<file path="src/rtl/lc3_int_ctrl_if.sv">
// Request/config bus between the LC-3 control unit and lc3_int_ctrl.
// master = control unit side, slave = interrupt controller side.
interface lc3_int_ctrl_if #(
   parameter int NUM_IRQ = 8,
   parameter int PRIO_W  = 3,
   parameter int VEC_W   = 8
);
   logic [NUM_IRQ-1:0] irq;
   logic               cfg_we;
   logic [3:0]         cfg_idx;
   logic               cfg_en;
   logic [PRIO_W-1:0]  cfg_prio;
   logic [PRIO_W-1:0]  cur_prio;
   logic               exc_priv;
   logic               exc_ill;
   logic               int_ack;
   logic               int_done;
   logic               INT;
   logic [VEC_W-1:0]   int_vector;
   logic [PRIO_W-1:0]  int_prio;
   logic               int_is_exc;
   logic [3:0]         nest_cnt;
   logic [NUM_IRQ-1:0] pending;

   modport master (
      output irq, cfg_we, cfg_idx, cfg_en, cfg_prio,
      output cur_prio, exc_priv, exc_ill,
      output int_ack, int_done,
      input  INT, int_vector, int_prio,
      input  int_is_exc, nest_cnt, pending
   );

   modport slave (
      input  irq, cfg_we, cfg_idx, cfg_en, cfg_prio,
      input  cur_prio, exc_priv, exc_ill,
      input  int_ack, int_done,
      output INT, int_vector, int_prio,
      output int_is_exc, nest_cnt, pending
   );
endinterface

</file>
<file path="src/rtl/lc3_int_ctrl.sv">
// LC-3 interrupt/exception front-end: latches device requests and
// exceptions, arbitrates, and holds one INT request until acked.
// Ports: clk, rst (async, active-high), bus (lc3_int_ctrl_if.slave).
module lc3_int_ctrl #(
   parameter int               NUM_IRQ   = 8,
   parameter int               PRIO_W    = 3,
   parameter int               VEC_W     = 8,
   parameter logic [VEC_W-1:0] VEC_BASE  = 8'h80,
   parameter bit               EDGE_MODE = 1'b1,
   parameter int               MAX_NEST  = 4
) (
   input  logic         clk,
   input  logic         rst,
   lc3_int_ctrl_if.slave bus
);

   typedef enum logic [1:0] {
      S_IDLE = 2'd0,
      S_REQ  = 2'd1,
      S_ACKD = 2'd2
   } state_t;

   state_t r_state;
   state_t w_state_nxt;

   logic [NUM_IRQ-1:0] r_irq_q;
   logic [NUM_IRQ-1:0] r_pend;
   logic [NUM_IRQ-1:0] r_en;
   logic [PRIO_W-1:0]  r_prio [NUM_IRQ];
   logic               r_exc_priv;
   logic               r_exc_ill;
   logic [3:0]         r_nest;
   logic [VEC_W-1:0]   r_vec;
   logic [PRIO_W-1:0]  r_iprio;
   logic               r_is_exc;
   logic [3:0]         r_win;

   logic [NUM_IRQ-1:0] w_pend;
   logic [NUM_IRQ-1:0] w_elig;
   logic [NUM_IRQ-1:0] w_clr;
   logic               w_nest_ok;
   logic               w_found;
   logic [PRIO_W-1:0]  w_best;
   logic [3:0]         w_best_idx;
   logic               w_cand;
   logic               w_cand_exc;
   logic [VEC_W-1:0]   w_cand_vec;
   logic [PRIO_W-1:0]  w_cand_prio;
   logic [3:0]         w_cand_win;
   logic               w_ack;
   logic               w_dev_ack;
   logic               w_exc_ack;

   assign w_pend    = EDGE_MODE ? r_pend : bus.irq;
   assign w_nest_ok = (r_nest < 4'(MAX_NEST));
   assign w_ack     = (r_state == S_REQ) && bus.int_ack;
   assign w_dev_ack = w_ack && !r_is_exc;
   assign w_exc_ack = w_ack && r_is_exc;

   // Strict '>' keeps the lowest index on equal priority.
   always_comb begin
      w_elig     = '0;
      w_found    = 1'b0;
      w_best     = '0;
      w_best_idx = '0;
      for (int i = 0; i < NUM_IRQ; i++) begin
         w_elig[i] = w_pend[i] && r_en[i] &&
                     (r_prio[i] > bus.cur_prio) && w_nest_ok;
         if (w_elig[i] && (!w_found || r_prio[i] > w_best)) begin
            w_found    = 1'b1;
            w_best     = r_prio[i];
            w_best_idx = 4'(i);
         end
      end
   end

   // Exceptions win over devices; win index 0/1 tags priv/ill.
   always_comb begin
      w_cand      = 1'b1;
      w_cand_exc  = 1'b1;
      w_cand_vec  = '0;
      w_cand_prio = bus.cur_prio;
      w_cand_win  = 4'd0;
      if (r_exc_priv) begin
         w_cand_vec = '0;
         w_cand_win = 4'd0;
      end else if (r_exc_ill) begin
         w_cand_vec = VEC_W'(1);
         w_cand_win = 4'd1;
      end else begin
         w_cand      = w_found;
         w_cand_exc  = 1'b0;
         w_cand_vec  = VEC_BASE + VEC_W'(w_best_idx);
         w_cand_prio = w_best;
         w_cand_win  = w_best_idx;
      end
   end

   always_comb begin
      w_clr = '0;
      for (int i = 0; i < NUM_IRQ; i++)
         w_clr[i] = w_dev_ack && (r_win == 4'(i));
   end

   always_ff @(posedge clk or posedge rst) begin
      if (rst) r_state <= S_IDLE;
      else     r_state <= w_state_nxt;
   end

   always_comb begin
      w_state_nxt = r_state;
      unique case (r_state)
         S_IDLE: if (w_cand) w_state_nxt = S_REQ;
         S_REQ:  if (bus.int_ack) w_state_nxt = S_ACKD;
         S_ACKD: w_state_nxt = S_IDLE;
         default: w_state_nxt = S_IDLE;
      endcase
   end

   always_comb begin
      bus.INT        = (r_state == S_REQ);
      bus.int_vector = r_vec;
      bus.int_prio   = r_iprio;
      bus.int_is_exc = r_is_exc;
      bus.nest_cnt   = r_nest;
      bus.pending    = w_pend;
   end

   always_ff @(posedge clk or posedge rst) begin
      if (rst) begin
         r_irq_q    <= '0;
         r_pend     <= '0;
         r_en       <= '0;
         for (int i = 0; i < NUM_IRQ; i++)
            r_prio[i] <= '0;
         r_exc_priv <= 1'b0;
         r_exc_ill  <= 1'b0;
         r_nest     <= 4'd0;
         r_vec      <= '0;
         r_iprio    <= '0;
         r_is_exc   <= 1'b0;
         r_win      <= 4'd0;
      end else begin
         r_irq_q <= bus.irq;
         // A new edge in the ack cycle keeps the bit set.
         if (EDGE_MODE)
            r_pend <= (r_pend & ~w_clr) | (bus.irq & ~r_irq_q);
         for (int i = 0; i < NUM_IRQ; i++) begin
            if (bus.cfg_we && bus.cfg_idx == 4'(i)) begin
               r_en[i]   <= bus.cfg_en;
               r_prio[i] <= bus.cfg_prio;
            end
         end
         r_exc_priv <= bus.exc_priv |
            (r_exc_priv & ~(w_exc_ack && r_win == 4'd0));
         r_exc_ill  <= bus.exc_ill |
            (r_exc_ill & ~(w_exc_ack && r_win == 4'd1));
         // Device ack and done in one cycle cancel out.
         if (w_dev_ack && !bus.int_done)
            r_nest <= r_nest + 4'd1;
         else if (!w_dev_ack && bus.int_done && r_nest != 4'd0)
            r_nest <= r_nest - 4'd1;
         if (r_state == S_IDLE && w_cand) begin
            r_vec    <= w_cand_vec;
            r_iprio  <= w_cand_prio;
            r_is_exc <= w_cand_exc;
            r_win    <= w_cand_win;
         end
      end
   end

endmodule
</file>
<file path="src/flat_wrapper.sv">
// flat-port wrapper written by rule: the top's interface ports become plain ports
module lc3_int_ctrl_flat 
#(
   parameter int               NUM_IRQ   = 8,
   parameter int               PRIO_W    = 3,
   parameter int               VEC_W     = 8,
   parameter logic [VEC_W-1:0] VEC_BASE  = 8'h80,
   parameter bit               EDGE_MODE = 1'b1,
   parameter int               MAX_NEST  = 4
)
  (clk, rst, bus_irq, bus_cfg_we, bus_cfg_idx, bus_cfg_en, bus_cfg_prio, bus_cur_prio, bus_exc_priv, bus_exc_ill, bus_int_ack, bus_int_done, bus_INT, bus_int_vector, bus_int_prio, bus_int_is_exc, bus_nest_cnt, bus_pending);
  lc3_int_ctrl_if #(.NUM_IRQ(NUM_IRQ), .PRIO_W(PRIO_W), .VEC_W(VEC_W)) bus_i ();
  input  logic clk;
  input  logic rst;
  input wire logic [$bits(bus_i.irq)-1:0] bus_irq;
  input wire logic [$bits(bus_i.cfg_we)-1:0] bus_cfg_we;
  input wire logic [$bits(bus_i.cfg_idx)-1:0] bus_cfg_idx;
  input wire logic [$bits(bus_i.cfg_en)-1:0] bus_cfg_en;
  input wire logic [$bits(bus_i.cfg_prio)-1:0] bus_cfg_prio;
  input wire logic [$bits(bus_i.cur_prio)-1:0] bus_cur_prio;
  input wire logic [$bits(bus_i.exc_priv)-1:0] bus_exc_priv;
  input wire logic [$bits(bus_i.exc_ill)-1:0] bus_exc_ill;
  input wire logic [$bits(bus_i.int_ack)-1:0] bus_int_ack;
  input wire logic [$bits(bus_i.int_done)-1:0] bus_int_done;
  output wire logic [$bits(bus_i.INT)-1:0] bus_INT;
  output wire logic [$bits(bus_i.int_vector)-1:0] bus_int_vector;
  output wire logic [$bits(bus_i.int_prio)-1:0] bus_int_prio;
  output wire logic [$bits(bus_i.int_is_exc)-1:0] bus_int_is_exc;
  output wire logic [$bits(bus_i.nest_cnt)-1:0] bus_nest_cnt;
  output wire logic [$bits(bus_i.pending)-1:0] bus_pending;
  assign bus_i.irq = bus_irq;
  assign bus_i.cfg_we = bus_cfg_we;
  assign bus_i.cfg_idx = bus_cfg_idx;
  assign bus_i.cfg_en = bus_cfg_en;
  assign bus_i.cfg_prio = bus_cfg_prio;
  assign bus_i.cur_prio = bus_cur_prio;
  assign bus_i.exc_priv = bus_exc_priv;
  assign bus_i.exc_ill = bus_exc_ill;
  assign bus_i.int_ack = bus_int_ack;
  assign bus_i.int_done = bus_int_done;
  assign bus_INT = bus_i.INT;
  assign bus_int_vector = bus_i.int_vector;
  assign bus_int_prio = bus_i.int_prio;
  assign bus_int_is_exc = bus_i.int_is_exc;
  assign bus_nest_cnt = bus_i.nest_cnt;
  assign bus_pending = bus_i.pending;
  lc3_int_ctrl #(.NUM_IRQ(NUM_IRQ), .PRIO_W(PRIO_W), .VEC_W(VEC_W), .VEC_BASE(VEC_BASE), .EDGE_MODE(EDGE_MODE), .MAX_NEST(MAX_NEST)) u_core (.clk(clk), .rst(rst), .bus(bus_i));
endmodule
</file>
<file path="config.mk">
export PLATFORM = sky130hd
export DESIGN_NAME = lc3_int_ctrl_flat
export DESIGN_NICKNAME = d
export VERILOG_FILES = /design/src/rtl/lc3_int_ctrl_if.sv /design/src/rtl/lc3_int_ctrl.sv /design/src/flat_wrapper.sv
export SDC_FILE = /design/constraint.sdc
export NUM_CORES = 1
export LEC_CHECK = 0
export ABC_CLOCK_PERIOD_IN_PS = 23200
export BUFFER_PORTS_ARGS = -buffer_cell sky130_fd_sc_hd__buf_2
export CORE_MARGIN = 2
export CORE_UTILIZATION = 63
export DETAILED_ROUTE_END_ITERATION = 8
export HOLD_SLACK_MARGIN = 0.1
export PLACE_DENSITY = 0.95
export SLEW_MARGIN = 0
export SYNTH_ARGS = -nofsm -noshare
export SYNTH_HDL_FRONTEND = slang
export SYNTH_SLANG_ARGS = --single-unit
</file>
<file path="constraint.sdc">
create_clock -name clk -period 23.2 [get_ports clk]
set_clock_uncertainty 0.05 [all_clocks]
set_input_delay 2.32 -clock clk [delete_from_list [all_inputs] [get_ports clk]]
set_output_delay 2.32 -clock clk [all_outputs]
set_load 0.03 [all_outputs]
</file>
======== Word level (Yosys, flattened, before mapping) ========
Cells that the tools add are included.
storage, ports and cells
  word-level logic and storage cells ...... 190
  bits in registers ....................... 72
  input port bits ......................... 26
  output and inout bits ................... 25
cells by class
  equality and inequality tests ........... 17
  add/sub/neg operators ................... 3
  magnitude comparators ................... 16
  multiplexer cells ....................... 38
  bitwise logic cells ..................... 11
  reductions and logical operators ........ 79
operator list
  cell                                                         count
  logical AND 1 bit                                            56
  greater-than comparator 3 bit                                15
  2-to-1 mux 3 bit                                             15
  == test 4 x 3 -> 1 bit (second input constant)               8
  bitwise AND 8 bit                                            2
  == test 4 x 2 -> 1 bit (second input constant)               4
  2-to-1 mux 8 bit                                             2
  inverter 8 bit                                               2
  2-to-1 mux 1 bit                                             13
  2-to-1 mux 4 bit                                             3
  logical NOT 1 bit                                            10
  adder 8 x 3 -> 8 bit (first input constant)                  1
  == test 4 x 1 -> 1 bit (second input constant)               2
  logical NOT 4 bit                                            2
  2-to-1 mux 2 bit                                             4
  OR 8 bit                                                     1
  logical OR 1 bit                                             7
  adder 4 x 1 -> 4 bit (second input constant)                 1
  less-than comparator 4 x 3 -> 1 bit (second input constant)  1
  one-hot mux 2 bit (2 select lines)                           1
  nonzero test 4 bit                                           1
  subtractor 4 x 1 -> 4 bit (second input constant)            1
  bitwise AND 1 bit                                            2
  == test 2 x 1 -> 1 bit (second input constant)               1
  7 further kinds                                              9

======== Logic depth before layout (Yosys ltp) ========
  depth in word-level cells ............... 36
  mapped depth ............................ 56
  gate-level depth less buffers ........... 54

======== Least setup slack after synthesis ========
Ideal clock, no wire load.
  path type ............................... input to register
  from .................................... input bus_cur_prio[2]
  to ...................................... register u_core.r_vec[2], in the netlist u_core.bus.int_vector[2]
  path buffers ............................ 2
  path slack .............................. 11326 ps
  library setup time ...................... 126 ps
  stages on the path ...................... 55
  arrival time ............................ 11698 ps
  required time ........................... 23024 ps
  path through ............................ inv_1 > ha_1 > a21oi_1 > a2111oi_4 > nand2_1 > ha_1 > nand3_1 > o21ai_0 > o21ai_0 > a32o_1 > inv_1 > ha_1 > nor2b_1 > o21ai_0 > a32o_1 > a21oi_1 > o21ai_0 > ha_1 > [19 not listed] > buf_2 > a311oi_1 > a21oi_1 > ha_1 > nor2b_1 > o21a_1 > o21ai_0 > a21boi_2 > a21o_1 > o21ai_1 > ha_1 > a21o_1 > a21oi_1 > a31oi_1 > o21a_1 > or2_2 > nor3b_1 > o21ai_0
on the way
  longest elaborated chain between the ends .. 35
  elaborated cells on any way between the ends .. 80
  classes of those cells .................. add/sub (1); order compare (15); mux (26); reduce/logical (38)
ends and longest elaborated chain
  element                                                                    line                                     RTL
  from (decl)                                                                flat_wrapper.sv:20                       input wire logic [$bits(bus_i.cur_prio)-1:0] bus_cur_prio;
  greater-than comparator 3 bit                                              lc3_int_ctrl.sv:68                       (r_prio[i] > bus.cur_prio) && w_nest_ok;
  logical AND 1 bit                                                          lc3_int_ctrl.sv:67                       w_elig[i] = w_pend[i] && r_en[i] &&
  logical AND 1 bit                                                          lc3_int_ctrl.sv:68
  2-to-1 mux 3 bit / 2-to-1 mux 1 bit (equally long branches)                lc3_int_ctrl.sv:69                       if (w_elig[i] && (!w_found || r_prio[i] > w_best)) begin
  greater-than comparator 3 bit / logical NOT 1 bit (equally long branches)  lc3_int_ctrl.sv:69
  logical OR 1 bit                                                           lc3_int_ctrl.sv:69
  logical AND 1 bit                                                          lc3_int_ctrl.sv:69
  2-to-1 mux 3 bit / 2-to-1 mux 1 bit (equally long branches)                lc3_int_ctrl.sv:69
  [19 not listed]                                                            --
  2-to-1 mux 3 bit / 2-to-1 mux 1 bit (equally long branches)                lc3_int_ctrl.sv:69
  greater-than comparator 3 bit / logical NOT 1 bit (equally long branches)  lc3_int_ctrl.sv:69
  logical OR 1 bit                                                           lc3_int_ctrl.sv:69
  logical AND 1 bit                                                          lc3_int_ctrl.sv:69
  2-to-1 mux 3 bit / 2-to-1 mux 1 bit (equally long branches)                lc3_int_ctrl.sv:69
  adder 8 x 3 -> 8 bit / 2-to-1 mux 1 bit (equally long branches)            lc3_int_ctrl.sv:93, lc3_int_ctrl.sv:87
  2-to-1 mux 8 bit / 2-to-1 mux 1 bit (equally long branches)                lc3_int_ctrl.sv:87, lc3_int_ctrl.sv:84
  2-to-1 mux 8 bit / logical AND 1 bit (equally long branches)               lc3_int_ctrl.sv:84, lc3_int_ctrl.sv:163
  to (signal assigned)                                                       lc3_int_ctrl.sv:164                      r_vec <= w_cand_vec;
  to (decl)                                                                  lc3_int_ctrl.sv:33                       logic [VEC_W-1:0] r_vec;
Several ways; a longest one is shown, not always the timed one.
A chain may end at the register's enable or synchronous reset.

======== Worst setup path after layout ========
Ends and elaborated chain as after synthesis.

==> results.yml <==
sta:
  hold_viol: 0
  rsz0062_at_grt: "false"
  final_max_slew_viol_count: 0
  setup_violations: 0
  finalWorstSetupSlack_ns: 9.49
  max_freq_ghz: 0.0729
  post-route-period-util: 0.591
  tns_ns: 0
  period_minus_slack_ns: 13.71
  slew_headroom: 0.445
  worstMarginPinSlew_ns: 0.831
power_and_ir_drop:
  seqPwrFrac: 0.355
  swShare: 0.419
  p_clk_frac: 0.221
  power_w: 0.000454
  p_leak_nw: 2.12
  p_per_area_nw_per_um2: 96.9
  p_comb_frac: 0.425
  intPower_w: 0.000264
  ir_worst_vdd_v: 0.0000828
  switchingPower_w: 0.000190
worst_setup_path:
  critPathKind: "input port to flip-flop"
  path_max_fanout: 11
  slowest_delay_ns: 0.50
  crit_slowest_cell: "a2111oi_4"
  path_common_cell: "o21ai_0"
  arrival_ns: 13.87
  start_kind: "input port"
  required_ns: 23.36
  end_kind: "flip-flop"
logic_synthesis:
  yosysSeqAreaShare: 0.381
  yosys.area.top_type: "dfrtp_1"
  netlist_area_um2: 4200
  yosys.area_share.xor_xnor: 0.00625
  ys.warnings.count: 0
  yosys.area_share.adder: 0.145
  synthDistinctLibCells: 55
  synth_compound_gate_area_share: 0.206
  synthFlopType: "dfrtp_1"
  async_flop_share: 1.00
  avgSynthCellArea_um2: 10.1
  ys_top_cells_by_area: "dfrtp_1, ha_1, mux2_2"
  synth_top_family_by_area: "compound AO/OA/AOI/OAI gates"
  yosysTopAreaCellShare: 0.381
  synth_cells: 416
  synth-seq-cells: 64
  synth_edf_count: 0
  synth_mux_area_frac: 0.0804
  yosys.area_share.simple: 0.134
routing:
  drtAntennaViolNets: 0
  drt_iter0_drc: 337
  num_vias: 3835
  wl_per_cell_um: 22.6
  drtPass1Iterations: 5
  drc: 0
  routed_via_density: 7.00
  routed_wl_mm: 12.4
clock_network:
  cts_hold_buffers: 0
  cts_sinks: 64
  post-cts-setup-buffer-count: 0
  cts_tree: "built"
  cts_buffers: 9
  cts_resized: 0
  clk_latency_ns: 0.34
  path_clk_slew_ns: 0.07
  cts_buffer_depth: 2
  cts-root-buf: "clkbuf_8"
  htree_levels: 3
min_path:
  hold_class: "flip-flop to flip-flop"
placement:
  hpwl_mm: 8.50
  portBuffers: 46
  dp_slack_ns: 9.52
  place_congestion: 0.915
global_route:
  met2_usage: 0.608
  met1_usage: 0.421
  grt-ovfl-total: 0
  grt_usage: 0.349
  grt_pass1_wl_mm: 19.7
  grtUsageMet3: 0.0587
  grt_max_degree: 65
  grt_pass1_vias: 3896
  antenna_found_initial: 0
  grt_busiest_layer: "met2"
finish:
  drive_above_1_share: 0.229
  final_net_count: 540
  area_delta_synth_final_pct: 11.5
  num_antenna_cells: 0
run:
  drv_cap: 0
die:
  start_util: 0.658
  dieHeight_um: 85.7
  rows: 29
  die_area_um2: 7340
  ioPinCount: 51
  core-area_um2: 6390
  die_w_um: 85.7
run_status:
  status: "finished clean"
[cells in the final DEF, fill, tap and decap left out, types with 4 or more instances in the layout]
cell,n
dfrtp_1,64
ha_1,47
buf_2,46
o21ai_0,34
mux2_2,30
inv_1,30
nand2_1,29
a21oi_1,18
nor2_1,14
nand3_1,13
a21o_1,11
nor2b_1,10
clkbuf_8,10
and3_1,7
o21a_1,7
nand2b_1,6
nand3b_1,5
nand4_1,5
a311oi_1,5
nor3b_1,4
or2_2,4
o211ai_1,4
a32o_1,4
a31oi_1,4
and2_1,4
a211o_1,4
conb_1,4
[power by group through the flow]
| stage | clock (W) | combinational [W] | sequential (W) |
|---|---|---|---|
| after global routing | 0.000103 | 0.000208 | 0.000162 |
| after CTS | 0.0000987 | 0.000188 | 0.000159 |
| after global placement | 0 | 0.000167 | 0.000157 |
| after floorplan | 0 | 0.000125 | 0.000165 |
| after detailed placement | 0 | 0.000182 | 0.000159 |
| final | 0.000100 | 0.000193 | 0.000161 |
[worst paths after layout]
kind,cells past startpoint,slack (ns),startpoint,to
min,1,0.37,u_core.r_irq_q[7],u_core.bus.pending[7]
min in group asynchronous,3,2.18,rst,u_core.bus.nest_cnt[0]
max in group asynchronous,3,20.39,rst,u_core.r_prio[18]
max reg2reg,52,11.31,u_core.r_prio[23],u_core.bus.int_vector[2]
max,54,9.49,bus_cur_prio[2],u_core.bus.int_vector[2]
min reg2reg,1,0.37,u_core.r_irq_q[7],u_core.bus.pending[7]
[layout make-up]
type                            instances  area, um^2
Clock inverter                          6        67.6
Multi-Input combinational cell        312        2420
Tap cell                               77        96.3
Timing Repair Buffer                   48         245
Clock buffer                           10         138
Fill cell                             363        1700
Sequential cell                        64        1600
Inverter                               31         116
[synth_stat cells, drive strengths merged, types with 2 or more instances]
cell     number
a211o         4
a221oi        2
a211oi        3
a32oi         2
inv          31
a2111o        2
nand2b        6
nor3          3
o21a          7
nor2         14
a311oi        5
o41ai         4
nand4         5
nand3b        5
a21oi        18
nand2        29
buf           8
or2           5
a21o         11
clkbuf        4
o21ai        36
dfrtp        64
a31oi         4
ha           47
nor2b        10
o22ai         2
a22o          2
a2111oi       2
o211ai        5
nor3b         4
and3          7
and2          4
a32o          5
mux2         30
nand3        13
xnor2         2
[metrics by stage]
step	hold WS, ns	cell area (um^2)	cells	utilization
6_report	0.375	4680	548	0.733
4_1_cts	0.372	4680	548	0.733
3_5_place_dp	0.363	4480	532	0.701
3_3_place_gp	0.355	4480	532	0.701
5_1_grt	0.398	4680	548	0.733
2_1_floorplan	0.350	4210	419	-
[critical path: cells and delay by family]
family / cells / cell delay [ns]
adder cells (fa/ha/maj): 8 / 2.49
AO/OA/AOI/OAI: 32 / 6.66
buffers and inverters: 3 / 0.32
AND/OR/NAND/NOR: 11 / 2.06
[registers in the layout, indices dropped and copies added (netlist names), 2 cells and up]
register               flops
u_core.r_prio             24
u_core.bus.pending         8
u_core.r_en                8
u_core.r_irq_q             8
u_core.bus.nest_cnt        4
u_core.bus.int_prio        3
u_core.bus.int_vector      2
u_core.r_state             2
u_core.r_win               2
[logic make-up (layout without fill, tap and decap cells)]
| family | after synthesis | after routing |
|---|---|---|
| AOI/OAI and AO/OA | 119 | 119 |
| xor gates and xnor gates | 3 | 3 |
| adders and majority gates | 48 | 48 |
| buffers and inverters | 43 | 95 |
| DFF | 64 | 64 |
| muxes | 30 | 30 |
| other | 1 | 4 |
| and+or+nand+nor | 108 | 108 |
[metal layers]
layer / vias up / routed length (um)
met5: - / 0
met4: 0 / 577
li1: 1639 / -
met2: 295 / 6100
met1: 1816 / 4630
met3: 85 / 1070
No activity file was read; power rests on OpenSTA's default activity.
